$ cat config.mk
export PLATFORM = sky130hd
export DESIGN_NAME = aes_core_arbiter
export DESIGN_NICKNAME = d
export VERILOG_FILES = /design/src/rtl/aes_core_arbiter.sv
export SDC_FILE = /design/constraint.sdc
export NUM_CORES = 1
export LEC_CHECK = 0
export CAP_MARGIN = 20
export CORE_AREA = 4 4 596 598
export DETAILED_ROUTE_END_ITERATION = 6
export DIE_AREA = 0 0 600 602
export GPL_ROUTABILITY_DRIVEN = 1
export PLACE_DENSITY_LB_ADDON = 0.12
export SYNTH_ARGS = -nofsm -noshare
export SYNTH_HDL_FRONTEND = slang
export SYNTH_SLANG_ARGS = --single-unit
$ cat constraint.sdc
create_clock -name clk -period 1.8 [get_ports clk]
set_input_delay 0.27 -clock clk [delete_from_list [all_inputs] [get_ports clk]]
set_output_delay 0.27 -clock clk [all_outputs]
set_load 0.1 [all_outputs]
$ cat src/rtl/aes_core_arbiter.sv
// Round-robin arbiter sharing one AES core between NUM_REQ requesters.
// A watchdog bounds each core run; a timed-out run flushes the core and is reported with rsp_err.
module aes_core_arbiter #(
  parameter int NUM_REQ = 4,
  parameter int DATA_W  = 128,
  parameter int KEY_W   = 128,
  parameter int TIMEOUT = 32,
  parameter int ID_W    = $clog2(NUM_REQ)
) (
  input  logic                      clk,
  input  logic                      rst,
  input  logic [NUM_REQ-1:0]        req_valid,
  output logic [NUM_REQ-1:0]        req_ready,
  input  logic [NUM_REQ*KEY_W-1:0]  req_key,
  input  logic [NUM_REQ*DATA_W-1:0] req_text,
  output logic                      rsp_valid,
  input  logic                      rsp_ready,
  output logic [ID_W-1:0]           rsp_id,
  output logic [DATA_W-1:0]         rsp_text,
  output logic                      rsp_err,
  output logic                      core_ld,
  output logic [KEY_W-1:0]          core_key,
  output logic [DATA_W-1:0]         core_text_in,
  output logic                      core_rst_n,
  input  logic                      core_done,
  input  logic [DATA_W-1:0]         core_text_out
);

  localparam int CNT_W = $clog2(TIMEOUT);

  typedef enum logic [2:0] {S_IDLE, S_LOAD, S_RUN, S_FLUSH, S_RESP} state_t;

  state_t              state;
  logic [ID_W-1:0]     last_grant;
  logic [CNT_W-1:0]    cnt;
  logic [KEY_W-1:0]    key_q;
  logic [DATA_W-1:0]   text_q;
  logic [ID_W-1:0]     id_q;
  logic [DATA_W-1:0]   rsp_text_q;
  logic                rsp_err_q;
  logic [ID_W-1:0]     grant;
  logic [ID_W-1:0]     cand;
  logic                grant_vld;

  // First requester at or after last_grant+1, wrapping.
  always_comb begin
    grant_vld = 1'b0;
    grant     = '0;
    cand      = '0;
    for (int k = 1; k <= NUM_REQ; k++) begin
      cand = ID_W'((int'(last_grant) + k) % NUM_REQ);
      if (!grant_vld && req_valid[cand]) begin
        grant_vld = 1'b1;
        grant     = cand;
      end
    end
  end

  always_comb begin
    req_ready = '0;
    if (!rst && state == S_IDLE && grant_vld) req_ready[grant] = 1'b1;
  end

  // Everything is forced low while rst is held, including the core reset.
  assign core_ld      = ~rst & (state == S_LOAD);
  assign core_rst_n   = ~rst & (state != S_FLUSH);
  assign rsp_valid    = ~rst & (state == S_RESP);
  assign rsp_id       = rst ? '0 : id_q;
  assign rsp_text     = rst ? '0 : rsp_text_q;
  assign rsp_err      = ~rst & rsp_err_q;
  assign core_key     = rst ? '0 : key_q;
  assign core_text_in = rst ? '0 : text_q;

  always_ff @(posedge clk) begin
    if (rst) begin
      state      <= S_IDLE;
      last_grant <= ID_W'(NUM_REQ - 1);
      cnt        <= '0;
      key_q      <= '0;
      text_q     <= '0;
      id_q       <= '0;
      rsp_text_q <= '0;
      rsp_err_q  <= 1'b0;
    end else begin
      case (state)
        S_IDLE: begin
          if (grant_vld) begin
            key_q      <= req_key[int'(grant) * KEY_W +: KEY_W];
            text_q     <= req_text[int'(grant) * DATA_W +: DATA_W];
            id_q       <= grant;
            last_grant <= grant;
            state      <= S_LOAD;
          end
        end
        S_LOAD: begin
          cnt   <= '0;
          state <= S_RUN;
        end
        S_RUN: begin
          cnt <= cnt + CNT_W'(1);
          // A done landing on the last watchdog cycle still counts as success.
          if (core_done) begin
            rsp_text_q <= core_text_out;
            rsp_err_q  <= 1'b0;
            state      <= S_RESP;
          end else if (cnt == CNT_W'(TIMEOUT - 1)) begin
            rsp_text_q <= '0;
            rsp_err_q  <= 1'b1;
            state      <= S_FLUSH;
          end
        end
        S_FLUSH: state <= S_RESP;
        S_RESP: begin
          if (rsp_ready) state <= S_IDLE;
        end
        default: state <= S_IDLE;
      endcase
    end
  end

endmodule

==> impl_metrics.yaml <==
drt:
  route.detailed.drc: 0
  viasPerCell: 3.41
  initialDrtViolationCount: 1777
  vias: 32700
  wirelength_um: 291000
  antenna_left: 0
  detail_route.wl_per_cell_um: 30.3
  drt_pass1_iterations: 7
sta:
  worst_pin_slew_ns: 0.619
  hold_violations: 0
  fin_ws_ns: -0.868
  fin_worst_skew_ns: 0.0875
  slew_violations: 0
  setup_viol: 661
  fin_crit_ns: 2.67
  max_freq_mhz: 375
  rsz0062_at_grt: "true"
  timing.final.crit_share_pct: 148
  slew_headroom_pct: 58.7
cts:
  clkTransAtPathRegs_ns: 0.06
  cts_tree: "built"
  cts-root-buf: "clkbuf_16"
  clock_sinks: 397
  clk_path_buf_depth: 4
  clk-insertion-delay-late_ns: 0.78
  htree_levels: 3
  cts_buffers: 73
logic_synthesis:
  ys_seq_area_share_pct: 35.3
  synth_xor_area_share_pct: 0
  synth_area_leaders: "dfxtp_1 (35%), a32oi_1 (20%), and2_1 (7.1%)"
  synth_area_um2: 22500
  synthSimpleGateAreaFrac_pct: 16.3
  synth_top_area_cell: "dfxtp_1"
  syn_inst: 2888
  synthFlopType: "dfxtp_1"
  synthMuxAreaShare_pct: 0.0445
  ys_top_cells_by_count: "a32oi_1 (512), dfxtp_1 (397), a21oi_1 (264), nand2_1 (262), inv_1 (260)"
  avgSynthCellArea_um2: 7.80
  ys_ff_latch: 397
  synth_cell_types: 47
  synth_edf_count: 0
  synthAdderAreaFrac_pct: 0.111
  async_reset_ff_share_pct: 0
  netlist.area_leader.share_pct: 35.3
  synth_compound_area_share_pct: 37.5
  yosys.cell_count.top_type: "a32oi_1"
  syn_nets: 4050
  synth_top_family_by_area: "compound AO/OA/AOI/OAI gates"
  yosysWarnings: 0
power:
  p_total_mw: 82.6
  seq_power_share_pct: 14.9
  p_comb_share_pct: 67.8
  cellLeakagePower_nw: 20.9
  power.share.clock_pct: 17.3
  powerDensity_nw_per_um2: 1370
  p_sw_share_pct: 47.7
  p_sw_mw: 39.4
  p_int_mw: 43.2
  max-vdd-ir-drop_mv: 0.679
critical_path:
  path_class: "reg2out"
  cp_top_family: "simple AND/OR/NAND/NOR gates"
  path_max_fanout: 6
  critical_path_required_ns: 1.53
  slowest_delay_ns: 0.48
  crit_path_end_kind: "output port"
  cp.arrival_ns: 2.40
  crit_path_start_kind: "flip-flop"
  path_cells: "or2_4 > or4_4 > buf_16 > nor2_4 > buf_12"
  critPathSlowestCell: "or4_4"
  crit_buf_inv: 2
global_route:
  grt_util_met3_pct: 4.79
  grt_usage_pct: 15.2
  antenna_found_initial: 147
  met2_usage_pct: 28.1
  grt_overflow: 0
  busiest_layer: "met2"
  grt_pass1_wl_um: 365000
  first_global_vias: 33700
  grt_use_met1_pct: 16.9
  grt_max_degree: 66
placement:
  place_area_um2: 52400
  io_buffers: 1553
  gp_congestion: 0.855
  dp.cells: 9235
  hpwl_um: 229000
floorplanning:
  fp.dieH_um: 602
  ios: 1554
  rows: 217
  dieArea_um2: 361000
  die_width_um: 600
  start_util_pct: 6.45
  core_um2: 349000
cells_and_area:
  num-fill-cells: 39000
  fin_cells: 9606
  multiInputGateArea_um2: 14400
  seq_area_um2: 7960
  syn2layout_area_growth_pct: 167
  postLayoutCellArea_um2: 60200
  fin_util_pct: 17.2
  drive_above_1_share_pct: 33.9
  layout.nets: 6074
hold_path:
  hp-class: "in2reg"
job:
  maxCapViolCount: 0
run_status:
  failed_checks: "negative setup slack"
  status: "complete, but fails checks"
==> layout by cell type (no fill, tap or decap), types with 3 or more instances in the layout <==
cell,count
a32oi_4,23
nand2_1,260
buf_16,46
clkbuf_1,19
clkinvlp_4,187
buf_8,16
nor2b_4,37
inv_1,74
dlygate4sd3_1,83
o21ai_1,20
o21ai_4,3
buf_12,487
nor3_1,5
a21oi_4,49
nor2_4,3
dfxtp_1,391
and2_1,256
a32oi_2,19
dfxtp_2,3
buf_4,443
nor2b_1,69
nand2b_1,6
clkdlybuf4s50_1,1156
a22o_1,130
dfxtp_4,3
nor2b_2,28
nor2_1,18
a21oi_2,148
a22oi_1,3
o21ai_0,235
a21oi_1,67
a32oi_1,470
diode_2,47
clkbuf_16,93
bufbuf_16,3
clkinv_2,5
clkbuf_8,20
buf_6,34
==> kinds of logic after synthesis <==
| family | after synthesis |
|---|---|
| muxes | 1 |
| AOI/OAI and AO/OA | 1189 |
| adders and majority gates | 2 |
| and+or+nand+nor | 699 |
| buffers and inverters | 600 |
| DFF | 397 |
==> power by group through the flow <==
stage	Clock, mW	Sequential [mW]	Combinational [mW]
final	14.3	12.3	56.0
after global routing	15.2	12.6	58.8
after CTS	15.1	12.3	54.2
after detailed placement	0	12.4	45.4
after global placement	0	12.4	45.4
after floorplan	0	12.3	23.0
==> path summary, 6_finish.rpt <==
kind	startpoint	end	slack [ns]	cells past startpoint
worst max-delay path	state[2]	req_ready[0]	-0.87	5
worst min-delay path	core_text_out[11]	rsp_text_q[11]	0.11	2
worst max register to register	state[2]	text_q[84]	-0.51	10
worst min register to register	key_q[37]	key_q[37]	0.46	2
==> final cells by class <==
cell class              instances  share of cell area (%)
diodes                         47                   0.195
clock buffers                 112                    3.65
clock inverters                11                   0.179
inverters                     261                    2.79
multi-input cells            1891                    23.9
flip-flops and latches        397                    13.2
well taps                    4599                    9.56
repair buffers               2288                    46.4
==> timing repair <==
| action | CTS | global route |
|---|---|---|
| setup buffers | 63 | 24 |
| gates resized for setup | 321 | 266 |
| endpoints found under the hold margin | 83 | 0 |
| setup endpoints to repair | 771 | 778 |
| hold buffers | 83 | 0 |
| cloned | 32 | 20 |
| pin swaps | 38 | 73 |
==> sequential cells by signal (all words and copies together), names as in the netlist <==
register / count
cnt: 5
id_q: 2
key_q: 128
last_grant: 2
rsp_err_q: 1
rsp_text_q: 128
state: 3
text_q: 128
==> routing by layer <==
layer	routed length, um	part of all wire (%)	vias to the layer above
met5	639	0.22	-
li1	-	-	14800
met1	111000	38	16200
met4	6320	2.2	96
met2	152000	52	1298
met3	22000	7.6	358
==> through the flow <==
stage               worst slack, ns  hold slack [ns]  setup TNS [ns]
floorplan                    -0.758            0.364         -109.44
global placement              -1.26            0.440         -325.39
detailed placement            -1.24            0.451         -302.56
CTS                          -0.976        0.0000853         -188.64
global route                 -0.965           0.0411         -205.17
finish                       -0.868            0.108         -139.93
No activity file was read; power rests on OpenSTA's default activity.
